===== config.mk =====
export PLATFORM = sky130hd
export DESIGN_NAME = prog_loader
export DESIGN_NICKNAME = d
export VERILOG_FILES = /design/src/rtl/prog_loader_pkg.sv /design/src/rtl/prog_loader_byte_packer.sv /design/src/rtl/prog_loader.sv
export SDC_FILE = /design/constraint.sdc
export NUM_CORES = 1
export LEC_CHECK = 0
export ABC_CLOCK_PERIOD_IN_PS = 3500
export CAP_MARGIN = 10
export CORE_AREA = 5 5 91 93
export DETAILED_ROUTE_END_ITERATION = 6
export DIE_AREA = 0 0 96 98
export PLACE_DENSITY_LB_ADDON = 0.25
export SYNTH_ARGS = -nofsm -noshare
export SYNTH_HDL_FRONTEND = slang
export SYNTH_SLANG_ARGS = --single-unit

===== constraint.sdc =====
create_clock -name clk -period 3.5 [get_ports clk]
set_input_delay 0.35 -clock clk [delete_from_list [all_inputs] [get_ports clk]]
set_output_delay 0.35 -clock clk [all_outputs]
set_load 0.05 [all_outputs]

===== src/rtl/prog_loader_pkg.sv =====
// Shared types and constants for the program loader.
package prog_loader_pkg;

  typedef enum logic [2:0] {
    StIdle,
    StLoad,
    StHold,
    StRun,
    StDone
  } state_e;

  localparam logic [15:0] THUMB_NOP = 16'hBF00;

endpackage


===== src/rtl/prog_loader_byte_packer.sv =====
// Packs an ascending byte stream into little-endian BPW-byte words, flushing a
// zero-padded partial word on the final byte; writes appear one cycle after the byte.
module prog_loader_byte_packer #(
  parameter int unsigned ADDR_W = 8,
  parameter int unsigned BPW    = 2
) (
  input  logic                clk,
  input  logic                rst,
  input  logic                clear,
  input  logic                push,
  input  logic                last,
  input  logic [7:0]          data,
  input  logic [ADDR_W:0]     byte_idx,
  output logic                mem_we,
  output logic [ADDR_W-1:0]   mem_addr,
  output logic [8*BPW-1:0]    mem_wdata
);

  localparam logic [ADDR_W:0] BpwW    = (ADDR_W + 1)'(BPW);
  localparam logic [ADDR_W:0] LaneTop = (ADDR_W + 1)'(BPW - 1);

  logic [8*BPW-1:0] pack_q, pack_d, word, wdata_q, wdata_d;
  logic [ADDR_W-1:0] addr_q, addr_d;
  logic [ADDR_W:0]   lane, base;
  logic              we_q, we_d;

  always_comb begin
    lane = byte_idx % BpwW;
    base = byte_idx - lane;
    // Upper lanes of pack_q are always zero, which gives the flush padding for free.
    word = pack_q;
    for (int i = 0; i < int'(BPW); i++) begin
      if (lane == (ADDR_W + 1)'(i)) word[8*i +: 8] = data;
    end
    pack_d  = pack_q;
    we_d    = 1'b0;
    addr_d  = addr_q;
    wdata_d = wdata_q;
    if (clear) begin
      pack_d  = '0;
      addr_d  = '0;
      wdata_d = '0;
    end else if (push) begin
      if (lane == LaneTop || last) begin
        we_d    = 1'b1;
        wdata_d = word;
        addr_d  = base[ADDR_W-1:0];
        pack_d  = '0;
      end else begin
        pack_d = word;
      end
    end
  end

  always_ff @(posedge clk) begin
    if (rst) begin
      pack_q  <= '0;
      we_q    <= 1'b0;
      addr_q  <= '0;
      wdata_q <= '0;
    end else begin
      pack_q  <= pack_d;
      we_q    <= we_d;
      addr_q  <= addr_d;
      wdata_q <= wdata_d;
    end
  end

  assign mem_we    = we_q;
  assign mem_addr  = addr_q;
  assign mem_wdata = wdata_q;

endmodule


===== src/rtl/prog_loader.sv =====
// Loads a program image into instruction memory with the core held in reset, releases it,
// then watches the run until a repeated halt instruction or the cycle budget ends it.
module prog_loader
  import prog_loader_pkg::*;
#(
  parameter int unsigned ADDR_W     = 8,
  parameter int unsigned BPW        = 2,
  parameter int unsigned RST_HOLD   = 4,
  parameter int unsigned MAX_CYCLES = 1024,
  parameter logic [15:0] HALT_INSTR = THUMB_NOP,
  parameter int unsigned HALT_RUN   = 3
) (
  input  logic              clk,
  input  logic              rst,
  input  logic              start,
  input  logic              in_valid,
  input  logic [7:0]        in_data,
  input  logic              in_last,
  output logic              in_ready,
  output logic              mem_we,
  output logic [ADDR_W-1:0] mem_addr,
  output logic [8*BPW-1:0]  mem_wdata,
  output logic              cpu_rst,
  input  logic              fetch_valid,
  input  logic [15:0]       fetch_instr,
  output logic              done,
  output logic              timeout,
  output logic              overflow,
  output logic [ADDR_W:0]   byte_count
);

  localparam int unsigned HoldW = $clog2(RST_HOLD + 1);
  localparam int unsigned CycW  = $clog2(MAX_CYCLES + 1);
  localparam int unsigned RunW  = $clog2(HALT_RUN + 1);
  localparam logic [ADDR_W:0] Depth = {1'b1, {ADDR_W{1'b0}}};

  state_e            state_q, state_d;
  logic [ADDR_W:0]   byte_cnt_q, byte_cnt_d;
  logic [HoldW-1:0]  hold_q, hold_d;
  logic [CycW-1:0]   cyc_q, cyc_d;
  logic [RunW-1:0]   run_q, run_d;
  logic              done_q, done_d, timeout_q, timeout_d, overflow_q, overflow_d;
  logic              clear, push, halt, expire;

  always_comb begin
    state_d    = state_q;
    byte_cnt_d = byte_cnt_q;
    hold_d     = hold_q;
    cyc_d      = cyc_q;
    run_d      = run_q;
    done_d     = done_q;
    timeout_d  = timeout_q;
    overflow_d = overflow_q;
    clear      = 1'b0;
    push       = 1'b0;
    halt       = 1'b0;
    expire     = 1'b0;
    unique case (state_q)
      StIdle, StDone: begin
        if (start) begin
          state_d    = StLoad;
          clear      = 1'b1;
          byte_cnt_d = '0;
          done_d     = 1'b0;
          timeout_d  = 1'b0;
          overflow_d = 1'b0;
        end
      end
      StLoad: begin
        if (in_valid) begin
          // Count saturates at full depth; excess bytes are drained but never written.
          if (byte_cnt_q == Depth) begin
            overflow_d = 1'b1;
          end else begin
            push       = 1'b1;
            byte_cnt_d = byte_cnt_q + 1'b1;
          end
          if (in_last) begin
            state_d = StHold;
            hold_d  = '0;
          end
        end
      end
      StHold: begin
        if (hold_q == HoldW'(RST_HOLD - 1)) begin
          state_d = StRun;
          cyc_d   = '0;
          run_d   = '0;
        end else begin
          hold_d = hold_q + 1'b1;
        end
      end
      StRun: begin
        cyc_d = cyc_q + 1'b1;
        if (fetch_valid) run_d = (fetch_instr == HALT_INSTR) ? run_q + 1'b1 : '0;
        halt   = (run_d == RunW'(HALT_RUN));
        expire = (cyc_q == CycW'(MAX_CYCLES - 1));
        if (halt || expire) begin
          state_d   = StDone;
          done_d    = 1'b1;
          timeout_d = !halt;
        end
      end
      default: state_d = StIdle;
    endcase
  end

  always_ff @(posedge clk) begin
    if (rst) begin
      state_q    <= StIdle;
      byte_cnt_q <= '0;
      hold_q     <= '0;
      cyc_q      <= '0;
      run_q      <= '0;
      done_q     <= 1'b0;
      timeout_q  <= 1'b0;
      overflow_q <= 1'b0;
    end else begin
      state_q    <= state_d;
      byte_cnt_q <= byte_cnt_d;
      hold_q     <= hold_d;
      cyc_q      <= cyc_d;
      run_q      <= run_d;
      done_q     <= done_d;
      timeout_q  <= timeout_d;
      overflow_q <= overflow_d;
    end
  end

  prog_loader_byte_packer #(
    .ADDR_W (ADDR_W),
    .BPW    (BPW)
  ) u_packer (
    .clk       (clk),
    .rst       (rst),
    .clear     (clear),
    .push      (push),
    .last      (in_last),
    .data      (in_data),
    .byte_idx  (byte_cnt_q),
    .mem_we    (mem_we),
    .mem_addr  (mem_addr),
    .mem_wdata (mem_wdata)
  );

  assign in_ready   = (state_q == StLoad);
  assign cpu_rst    = (state_q != StRun);
  assign done       = done_q;
  assign timeout    = timeout_q;
  assign overflow   = overflow_q;
  assign byte_count = byte_cnt_q;

endmodule


Word level (Yosys, flattened, before mapping):

Index checks and enable logic that the tools add are counted.

* $add $sub $neg: 5
* equal/unequal tests: 18
* muxes and demuxes: 38
* bitwise logic cells: 1
* reduce and logical (&&, ||, !) cells: 19

Operators with widths (count)
* $mux 9: 3
* $mux 3: 8
* $pmux 11 s2: 1
* $pmux 9 s2: 1
* $eq 16x16->1 const B: 1
* $mux 16: 1
* $mux 8: 2
* $ne 2x2->1 const B: 7
* $pmux 3 s4: 1
* $reduce_and 4->1: 3
* $add 11x1->11 const B: 1
* $eq 11x10->1 const B: 1
* $mux 1: 11
* $mux 11: 1
* $add 9x1->9 const B: 1
* $eq 3x2->1 const B: 3
* $eq 9x9->1 const B: 1
* $logic_not 9->1: 1
* $mux 2: 4
* $reduce_bool 2->1: 4
* $sub 8x1->8: 1
* $pmux 1 s2: 3
* $pmux 3 s2: 1
* $reduce_and 5->1: 1
* 16 further kinds: 19

* flip-flop bits (word level): 72
* bits of input ports: 30
* logic and storage cells: 93

Logic depth before layout (Yosys ltp):

Gate-level depths: netlist of the first run.

* depth after elaboration: 8
* gate-level depth with buffers: 9

Hierarchy:

Synthesis of the first run repeated with hierarchy kept, for this count alone.

* cell total of the unflattened synthesis: 367
* area total of the unflattened synthesis: 3320.7 µm²

Modules (own cells, without submodules)
* prog_loader: instances 1, cells an instance 206, area each 1736.7 µm²
* prog_loader_byte_packer: instances 1, cells an instance 161, area each 1584.0 µm²

Worst setup path after synthesis of the first run:

No wires, ideal clock.

* kind: reg2reg
* start point: reg byte_cnt_q[0] (netlist: byte_count[0])
* end point: reg u_packer.wdata_q[0] (netlist: u_packer.mem_wdata[0])
* library setup time: 0.086 ns
* arrival time: 2.659 ns
* path slack: 0.756 ns
* cell stages (with the launch flop): 10
* path buffers: 3
* cell sequence: dfxtp_1 clkbuf_1 clkbuf_1 inv_1 ha_1 nor4bb_1 a211oi_2 buf_2 nor2_1 a211oi_1

* cells in the longest elaborated chain, start to end: 5

RTL lines
* start: declaration: RTL line prog_loader.sv:38 `logic [ADDR_W:0] byte_cnt_q, byte_cnt_d;`
* start signal: assignment: RTL line prog_loader.sv:120 `byte_cnt_q <= byte_cnt_d;`
* $eq 9x9->1: RTL line prog_loader.sv:72 `if (byte_cnt_q == Depth) begin`
* $mux 1: RTL line prog_loader.sv:72
* $mux 1: RTL line prog_loader.sv:70 `if (in_valid) begin`
* $mux 1: RTL line prog_loader.sv:58 `unique case (state_q)`
* $reduce_and 2->1 (no source line)
* end signal: assignment: RTL line prog_loader_byte_packer.sv:65 `wdata_q <= wdata_d;`
* end: declaration: RTL line prog_loader_byte_packer.sv:22 `logic [8*BPW-1:0] pack_q, pack_d, word, wdata_q, wdata_d;`

Parallel ways exist; a longest one is shown, timed or not.
A chain may end at the register's enable or synchronous reset.

Worst setup path in the final report of the first run:

* start point: reg state_q[0]
* end point: out cpu_rst

* cells in the longest elaborated chain, start to end: 1

RTL lines
* start: declaration: RTL line prog_loader.sv:37 `state_e state_q, state_d;`
* start signal: assignment: RTL line prog_loader.sv:110 `state_q <= StIdle;`
* start signal: assignment: RTL line prog_loader.sv:119 `state_q <= state_d;`
* $ne 3x2->1: RTL line prog_loader.sv:147 `assign cpu_rst = (state_q != StRun);`
* end: declaration: RTL line prog_loader.sv:23 `output logic cpu_rst,`

Every way passes these cells.

==> results of run 1 <==
[per-layer routing]
metal  global-route usage [%]  part of all wire [%]
met1                     23.6                    46
met2                     28.1                    50
met3                     3.16                   3.8
met4                     5.91                  0.84
met5                        0                     0
[logic make-up after synthesis]
group	count (synthesis)
simple gates	148
compound gates	82
flops	71
buf+inv	37
mux	18
xor+xnor	6
fa+ha+maj	5
other cells	1
[cell type report]
cell class / count / share of cell area [%]
Inverter: 10 / 0.909
Tap cell: 102 / 3.09
Timing Repair Buffer: 73 / 17.3
Clock buffer: 9 / 3.00
Multi-Input combinational cell: 260 / 39.8
Sequential cell: 71 / 34.4
Clock inverter: 7 / 1.45
[power groups by stage]
stage | Sequential [mW] | Combinational (mW) | Clock (mW)
2_1_floorplan | 0.879 | 0.138 | 0
3_3_place_gp | 0.860 | 0.239 | 0
3_5_place_dp | 0.861 | 0.242 | 0
4_1_cts | 0.842 | 0.243 | 0.629
5_1_grt | 0.845 | 0.264 | 0.664
6_report | 0.842 | 0.241 | 0.617
[state kept, by name, summed over array words and instances, names as in the netlist]
name	count
byte_count	9
cyc_q	11
done	1
hold_q	3
overflow	1
run_q	2
state_q	3
timeout	1
u_packer.mem_addr	7
u_packer.mem_wdata	16
u_packer.mem_we	1
u_packer.pack_q	16
[per-stage QoR]
step,hold WS (ps),setup slack (ps)
floorplan,432,756
global placement,437,986
detailed placement,443,864
CTS,455,795
global route,477,657
finish,454,764
[cell usage after synthesis, types with 4 or more instances]
master	n
dfxtp_1	71
nor2_1	41
nand2_1	27
nand3_1	26
a21oi_1	24
a211oi_1	18
mux2i_1	17
clkbuf_1	14
o21ai_0	14
and3_1	11
inv_1	9
buf_2	6
or4_1	6
ha_1	5
xor2_1	5
nand4_1	4
nor3_1	4
o311ai_0	4
[worst max-delay path: cells and delay by family (launching register included)]
family / cells / cell delay [ps]
AND/OR/NAND/NOR: 1 / 480
flip-flops: 1 / 600
buffers and inverters: 2 / 960
[how the worst max path moves through the flow]
stage,startpoint,to
after detailed placement,in_valid,u_packer.pack_q[9]
after global routing,state_q[0],cpu_rst
after global placement,in_valid,u_packer.pack_q[13]
after CTS,state_q[0],cpu_rst
final,state_q[0],cpu_rst
after floorplan,byte_count[0],u_packer.mem_wdata[0]
==> flow_metrics.tcl, run 1 <==
set metrics [dict create \
    tns_ps 0 \
    cts_tree "yes" \
    synth_top_area_share_pct 44.0 \
    syn-num-nets 403 \
    dieArea_sq_mm 0.00941 \
    ys_top_cells_by_area "dfxtp_1, mux2i_1, nor2_1" \
    final_area_sq_mm 0.00413 \
    area_growth_pct 27.8 \
    max-vdd-ir-drop_uv 231 \
    endpoint_kind "primary output" \
    layout_commonest_cell "dfxtp_1" \
    power_mw 1.70 \
    firstDrtPassIters 5 \
    yosysUniqueCellTypes 61 \
    grt_pass1_wl_mm 13.4 \
    hold_path.class "flop to flop" \
    overflow 0 \
    yosysWarnings 0 \
    netlist_instances 368 \
    synthAdderAreaFrac_pct 1.94 \
    p_per_area_mw_per_mm2 412 \
    initial_core_util_pct 43.4 \
    synth_compound_area_share_pct 16.7 \
    rr_worst_depth 6 \
    setup_viol_count_final 0 \
    grt_start_max_net_pins 47 \
    instances_no_fill 532 \
    startpoint_type "flop" \
    finish.utilization_pct 55.4 \
    finalCritPeriodShare_pct 78.2 \
    min_path_cells 2 \
    max_stage_delay_ps 750 \
    routed_wl_mm 7.71 \
    combPwrFrac_pct 14.2 \
    yosys_most_used_dff "dfxtp_1" \
    numPortBuffers 67 \
    path_cells "and3b_1 -> inv_2 -> clkdlybuf4s50_1" \
    reg2reg_slack_ps 970 \
    p_leak_nw 1.37 \
    netlist.top_cell.by_area "dfxtp_1" \
    clk_latency_ps 360 \
    switching_share_pct 30.2 \
    worstHoldStart "u_packer.pack_q[4]" \
    cts.sinks 71 \
    ctsRootBufferMaster "clkbuf_8" \
    cts.repair.resized 0 \
    internal-power_mw 1.19 \
    crit_required_ps 3150 \
    core_area_sq_mm 0.00745 \
    cp.arrival_ps 2390 \
    worstPathMaxFanout 15 \
    path_clk_slew_ps 80 \
    final_max_slew_viol_count 0 \
    ys_seq_area_share_pct 44.0 \
    placed_cell_area_sq_mm 0.00394 \
    seqPwrFrac_pct 49.5 \
    path_class "flop to primary output" \
    cpMaxStageDelayCell "clkdlybuf4s50_1" \
    route.detailed.drc 0 \
    avgRoutedWirePerCell_microns 14.5 \
    holdBufCountCts 0 \
    gp_congestion 0.773 \
    avgSynthCellArea_sq_um 8.78 \
    max_freq_ghz 0.365 \
    rr_startpoint "byte_count[1]" \
    rsz0062_at_grt "no" \
    via_per_inst 5.47 \
    diodes 0 \
    ant_nets 0 \
    grt_pass1_vias 2794 \
    die_w_microns 96 \
    die_y_microns 98 \
    multi_input_area_sq_mm 0.00164 \
    reg2reg_to "u_packer.pack_q[8]" \
    synthMuxAreaShare_pct 5.62 \
    vias 2909 \
    grt_usage_pct 17.6 \
    h-tree-depth 3 \
    pwr-share-clk_pct 36.3 \
    final_cell_mix "dfxtp_1, clkdlybuf4s50_1, nor2_1, nand2_1, nand3_1" \
    maxCapViolations 0 \
    finalHoldViolCount 0 \
    relSlewSlack_pct 42.2 \
    numCtsBuffers 9 \
    drt_iter0_drc 145 \
    p_sw_uw 513 \
    postCtsSetupBuffers 0 \
    synth_top_family_by_area "simple AND/OR/NAND/NOR gates" \
    seqCellArea_sq_mm 0.00142 \
    core.rowCount 32 \
    hpwl_mm 5.52 \
    ys_ff_latch 71 \
    antenna_found_initial 0 \
    ys_async_sr_fraction_pct 0 \
    status "completed" \
    nets 460 \
    drive_gt1_share_pct 6.98 \
    nFillCells 714 \
    num_io_pins 69 \
    dp.cells 516 \
    fin_skew_ps 12.3 \
    synth_xor_area_share_pct 1.63 \
    synth_enable_flop_cells 0 \
    tightest_slew_ps 868 \
    synth-simple-area-share_pct 24.6 \
    max-clock-path-buffers 2 \
    netlist_area_sq_mm 0.00323 \
    holdPathEnd "u_packer.pack_q[4]" \
    finalCriticalPeriod_ps 2740 \
]
(Power assumes the default switching activity.)
==> run 2: changes to the inputs <==
--- a/config.mk
+++ b/config.mk
@@ -5,7 +5,7 @@
 export SDC_FILE = /design/constraint.sdc
 export NUM_CORES = 1
 export LEC_CHECK = 0
-export ABC_CLOCK_PERIOD_IN_PS = 3500
+export ABC_CLOCK_PERIOD_IN_PS = 2650
 export CAP_MARGIN = 10
 export CORE_AREA = 5 5 91 93
 export DETAILED_ROUTE_END_ITERATION = 6
==> constraint.sdc (replaced) <==
create_clock -name clk -period 2.65 [get_ports clk]
set_input_delay 0.265 -clock clk [delete_from_list [all_inputs] [get_ports clk]]
set_output_delay 0.265 -clock clk [all_outputs]
set_load 0.05 [all_outputs]
==> run 2 against run 1 <==
Wire length decreased by 0.80%. Clock skew is 1.7 ps lower. Final area rose by 2.8%. Clock power increased by 70%. Global-route usage decreased by 0.17 points. Cell count rose by 1.3%. First-iteration DRC count down 30%. Sequential power is 31% higher. Critical path type unchanged. Largest cell class unchanged. Largest power group unchanged.
==> flow_metrics.tcl, run 2 (synthesis gave the netlist of run 1 again) <==
set metrics [dict create \
    ctsRootBufferMaster "clkbuf_8" \
    cts.sinks 71 \
    crit_required_ps 2380 \
    cts_tree "yes" \
    core_area_sq_mm 0.00745 \
    clk_latency_ps 340 \
    reg2reg_to "u_packer.pack_q[8]" \
    finalCriticalPeriod_ps 2390 \
    tns_ps 0 \
    routed_wl_mm 7.64 \
    drt_iter0_drc 102 \
    max-clock-path-buffers 2 \
    holdBufCountCts 0 \
    initial_core_util_pct 43.4 \
    route.detailed.drc 0 \
    path_class "flop to primary output" \
    drive_gt1_share_pct 8.47 \
    p_per_area_mw_per_mm2 590 \
    final_cell_mix "dfxtp_1, clkdlybuf4s50_1, nor2_1, nand2_1, nand3_1" \
    area_growth_pct 31.3 \
    hpwl_mm 5.46 \
    multi_input_area_sq_mm 0.00164 \
    grt_start_max_net_pins 36 \
    nFillCells 710 \
    dieArea_sq_mm 0.00941 \
    ant_nets 0 \
    layout_commonest_cell "dfxtp_1" \
    setup_viol_count_final 0 \
    reg2reg_slack_ps 580 \
    h-tree-depth 3 \
    final_max_slew_viol_count 0 \
    hold_ws_ps 455 \
    status "completed" \
    seqCellArea_sq_mm 0.00142 \
    nets 467 \
    cp-endpoint "cpu_rst" \
    cp.arrival_ps 2120 \
    endpoint_kind "primary output" \
    core.rowCount 32 \
    worstHoldStart "u_packer.pack_q[7]" \
    rr_startpoint "byte_count[1]" \
    grt_usage_pct 17.4 \
    postCtsSetupBuffers 0 \
    worstPathMaxFanout 15 \
    min_path_cells 2 \
    grt_pass1_wl_mm 13.3 \
    maxCapViolations 0 \
    avgRoutedWirePerCell_microns 14.2 \
    startpoint_type "flop" \
    firstDrtPassIters 4 \
    rsz0062_at_grt "no" \
    grt_pass1_vias 2811 \
    finalCritPeriodShare_pct 90.2 \
    num_io_pins 69 \
    via_per_inst 5.37 \
    relSlewSlack_pct 50.3 \
    max_freq_ghz 0.419 \
    max-vdd-ir-drop_uv 299 \
    p_leak_nw 1.43 \
    numCtsBuffers 9 \
    die_w_microns 96 \
    vias 2896 \
    gp_congestion 0.803 \
    cts.repair.resized 0 \
    fin_skew_ps 10.6 \
    tightest_slew_ps 736 \
    antenna_found_initial 0 \
    diodes 0 \
    finalHoldViolCount 0 \
    finish.utilization_pct 57.0 \
    numPortBuffers 67 \
    path_clk_slew_ps 80 \
    overflow 0 \
    die_y_microns 98 \
    hold_path.class "flop to flop" \
    startpoint "state_q[2]" \
    rr_worst_depth 6 \
]
[run 2: area by class of cell]
class                           instances  area share, %
Clock buffer                           10           3.24
Timing Repair Buffer                   80           18.1
Tap cell                              102           3.01
Clock inverter                          6           2.54
Multi-Input combinational cell        260           38.7
Sequential cell                        71           33.5
Inverter                               10          0.885
[run 2: where the power goes]
group          internal, mW  total [mW]  switching (mW)
Clock                 0.648        1.05           0.405
Combinational         0.136       0.343           0.208
Sequential             1.09        1.10          0.0173
[run 2: worst min path at each step]
stage	slack, ps	end
2_1_floorplan	420	u_packer.pack_q[0]
3_3_place_gp	440	u_packer.pack_q[6]
3_5_place_dp	440	u_packer.pack_q[6]
4_1_cts	450	u_packer.pack_q[6]
5_1_grt	480	u_packer.mem_addr[2]
6_report	450	u_packer.pack_q[7]
[run 2: critical path, stage by stage (launching register included)]
cell and delay [ps]:
dfxtp_1 490, and3b_1 240, inv_2 200, clkdlybuf4s50_1 860
[run 2: metal layers]
layer / global-route usage (%) / share of wire [%] / up-vias
li1: - / - / 1473
met2: 27.9 / 49 / 47
met3: 3.54 / 4.0 / 9
met5: 0 / 0 / -
met1: 23.1 / 46 / 1367
met4: 5.80 / 1.3 / 0
[run 2: metrics by stage]
stage                     cell area [sq um]  instances  setup WS (ps)  total power [mW]
after floorplan                        3230        368            104              1.34
after global placement                 4000        523            469              1.47
after detailed placement               4000        523            454              1.47
after CTS                              4240        539            250              2.52
after global routing                   4240        539           84.3              2.60
final                                  4240        539            261              2.50
==> run 3: changes to the inputs <==
==> constraint.sdc (replaced) <==
create_clock -name clk -period 2.65 [get_ports clk]
set_input_delay 0.265 -clock clk [delete_from_list [all_inputs] [get_ports clk]]
set_output_delay 0.265 -clock clk [all_outputs]
set_load 0.01 [all_outputs]
==> run 3 against run 2 <==
Critical path depth unchanged. Hold slack barely moved. First-iteration DRC count grew 37%. Wire length is 1.6% higher. Fmax increased by 11%. Final area fell by 2.0%. Combinational power is 17% lower. Critical endpoint is now in_ready. Highest routed layer unchanged.
==> flow_metrics.tcl, run 3 (synthesis gave the netlist of run 1 again) <==
set metrics [dict create \
    cts.repair.resized 0 \
    p_sw_uw 601 \
    finish.utilization_pct 55.8 \
    vias 2961 \
    ant_nets 0 \
    grt_pass1_vias 2842 \
    tightest_slew_ps 688 \
    num_io_pins 69 \
    combPwrFrac_pct 13.2 \
    postCtsSetupBuffers 0 \
    rr_worst_depth 8 \
    layout_commonest_cell "dfxtp_1" \
    cp.arrival_ps 1900 \
    numPortBuffers 67 \
    crit_required_ps 2380 \
    endpoint_kind "primary output" \
    wl_met1_mm 3.50 \
    h-tree-depth 3 \
    overflow 0 \
    rsz0062_at_grt "no" \
    startpoint_type "flop" \
    final_cell_mix "dfxtp_1, clkdlybuf4s50_1, nor2_1, nand2_1, nand3_1" \
    clk_latency_ps 340 \
    hpwl_mm 5.57 \
    cts_tree "yes" \
    grt_start_max_net_pins 47 \
    fin_skew_ps 7.62 \
    holdBufCountCts 0 \
    relSlewSlack_pct 54.1 \
    worstPathMaxFanout 14 \
    die_w_microns 96 \
    nets 465 \
    min_path_cells 2 \
    initial_core_util_pct 43.4 \
    grt_usage_pct 17.7 \
    dieArea_sq_mm 0.00941 \
    routed_wl_mm 7.77 \
    diodes 0 \
    max-vdd-ir-drop_uv 313 \
    power_mw 2.16 \
    top_layer "met4" \
    gp_congestion 0.778 \
    cts.sinks 71 \
    via_per_inst 5.51 \
    route.detailed.drc 0 \
    avgRoutedWirePerCell_microns 14.5 \
    status "completed" \
    hold_path.class "flop to flop" \
    met3WireLength_microns 284 \
    finalCriticalPeriod_ps 2160 \
    antenna_found_initial 0 \
    seqPwrFrac_pct 51.6 \
    path_clk_slew_ps 70 \
    setup_viol_count_final 0 \
    finalHoldViolCount 0 \
    core.rowCount 32 \
    maxCapViolations 0 \
    drt_iter0_drc 140 \
    finalCritPeriodShare_pct 81.5 \
    switching_share_pct 27.9 \
    firstDrtPassIters 4 \
    grt_pass1_wl_mm 13.4 \
    drive_gt1_share_pct 8.05 \
    area_growth_pct 28.7 \
    tns_ps 0 \
    numCtsBuffers 9 \
    max_freq_ghz 0.463 \
    p_leak_nw 1.38 \
    wl_met2_mm 3.87 \
    die_y_microns 98 \
    internal-power_mw 1.56 \
    pwr-share-clk_pct 35.2 \
    path_class "flop to primary output" \
    core_area_sq_mm 0.00745 \
    ctsRootBufferMaster "clkbuf_8" \
    final_max_slew_viol_count 0 \
    p_per_area_mw_per_mm2 519 \
    max-clock-path-buffers 2 \
]
run 3: final cells by class:
class | instances | area [sq um]
Sequential cell | 71 | 1420
Clock inverter | 7 | 50.0
Multi-Input combinational cell | 260 | 1640
Tap cell | 102 | 128
Inverter | 10 | 37.5
Timing Repair Buffer | 78 | 753
Clock buffer | 9 | 124
Fill cell | 685 | 3290
run 3: power groups by stage:
| stage | Combinational, mW | Clock (mW) | Sequential, mW |
|---|---|---|---|
| 2_1_floorplan | 0.169 | 0 | 1.13 |
| 3_3_place_gp | 0.281 | 0 | 1.14 |
| 3_5_place_dp | 0.285 | 0 | 1.14 |
| 4_1_cts | 0.285 | 0.781 | 1.11 |
| 5_1_grt | 0.314 | 0.832 | 1.12 |
| 6_report | 0.285 | 0.760 | 1.11 |
run 3: critical path: stages (launching register included):
cell             delay (ps)
dfxtp_1                 570
inv_1                   170
nor3_1                  230
clkdlybuf4s50_1         590
run 3: through the flow:
stage / cells / setup WS [ps] / hold slack (ps) / area, sq um
after global routing: 537 / 370 / 476 / 4160
final: 537 / 489 / 455 / 4160
after global placement: 521 / 491 / 440 / 3980
after CTS: 537 / 481 / 458 / 4160
after detailed placement: 521 / 453 / 447 / 3980
after floorplan: 368 / 236 / 417 / 3230
run 3: layer usage:
metal	vias up	track usage, %
li1	1467	-
met1	1424	22.4
met2	59	29.7
met3	11	3.70
met4	0	5.58
met5	-	0
run 3: path summary, 6_finish.rpt:
check	start	to	slack (ps)
max	state_q[0]	in_ready	490
min	u_packer.pack_q[1]	u_packer.pack_q[1]	460
max reg2reg	byte_count[1]	u_packer.mem_wdata[8]	600
min reg2reg	u_packer.pack_q[1]	u_packer.pack_q[1]	460
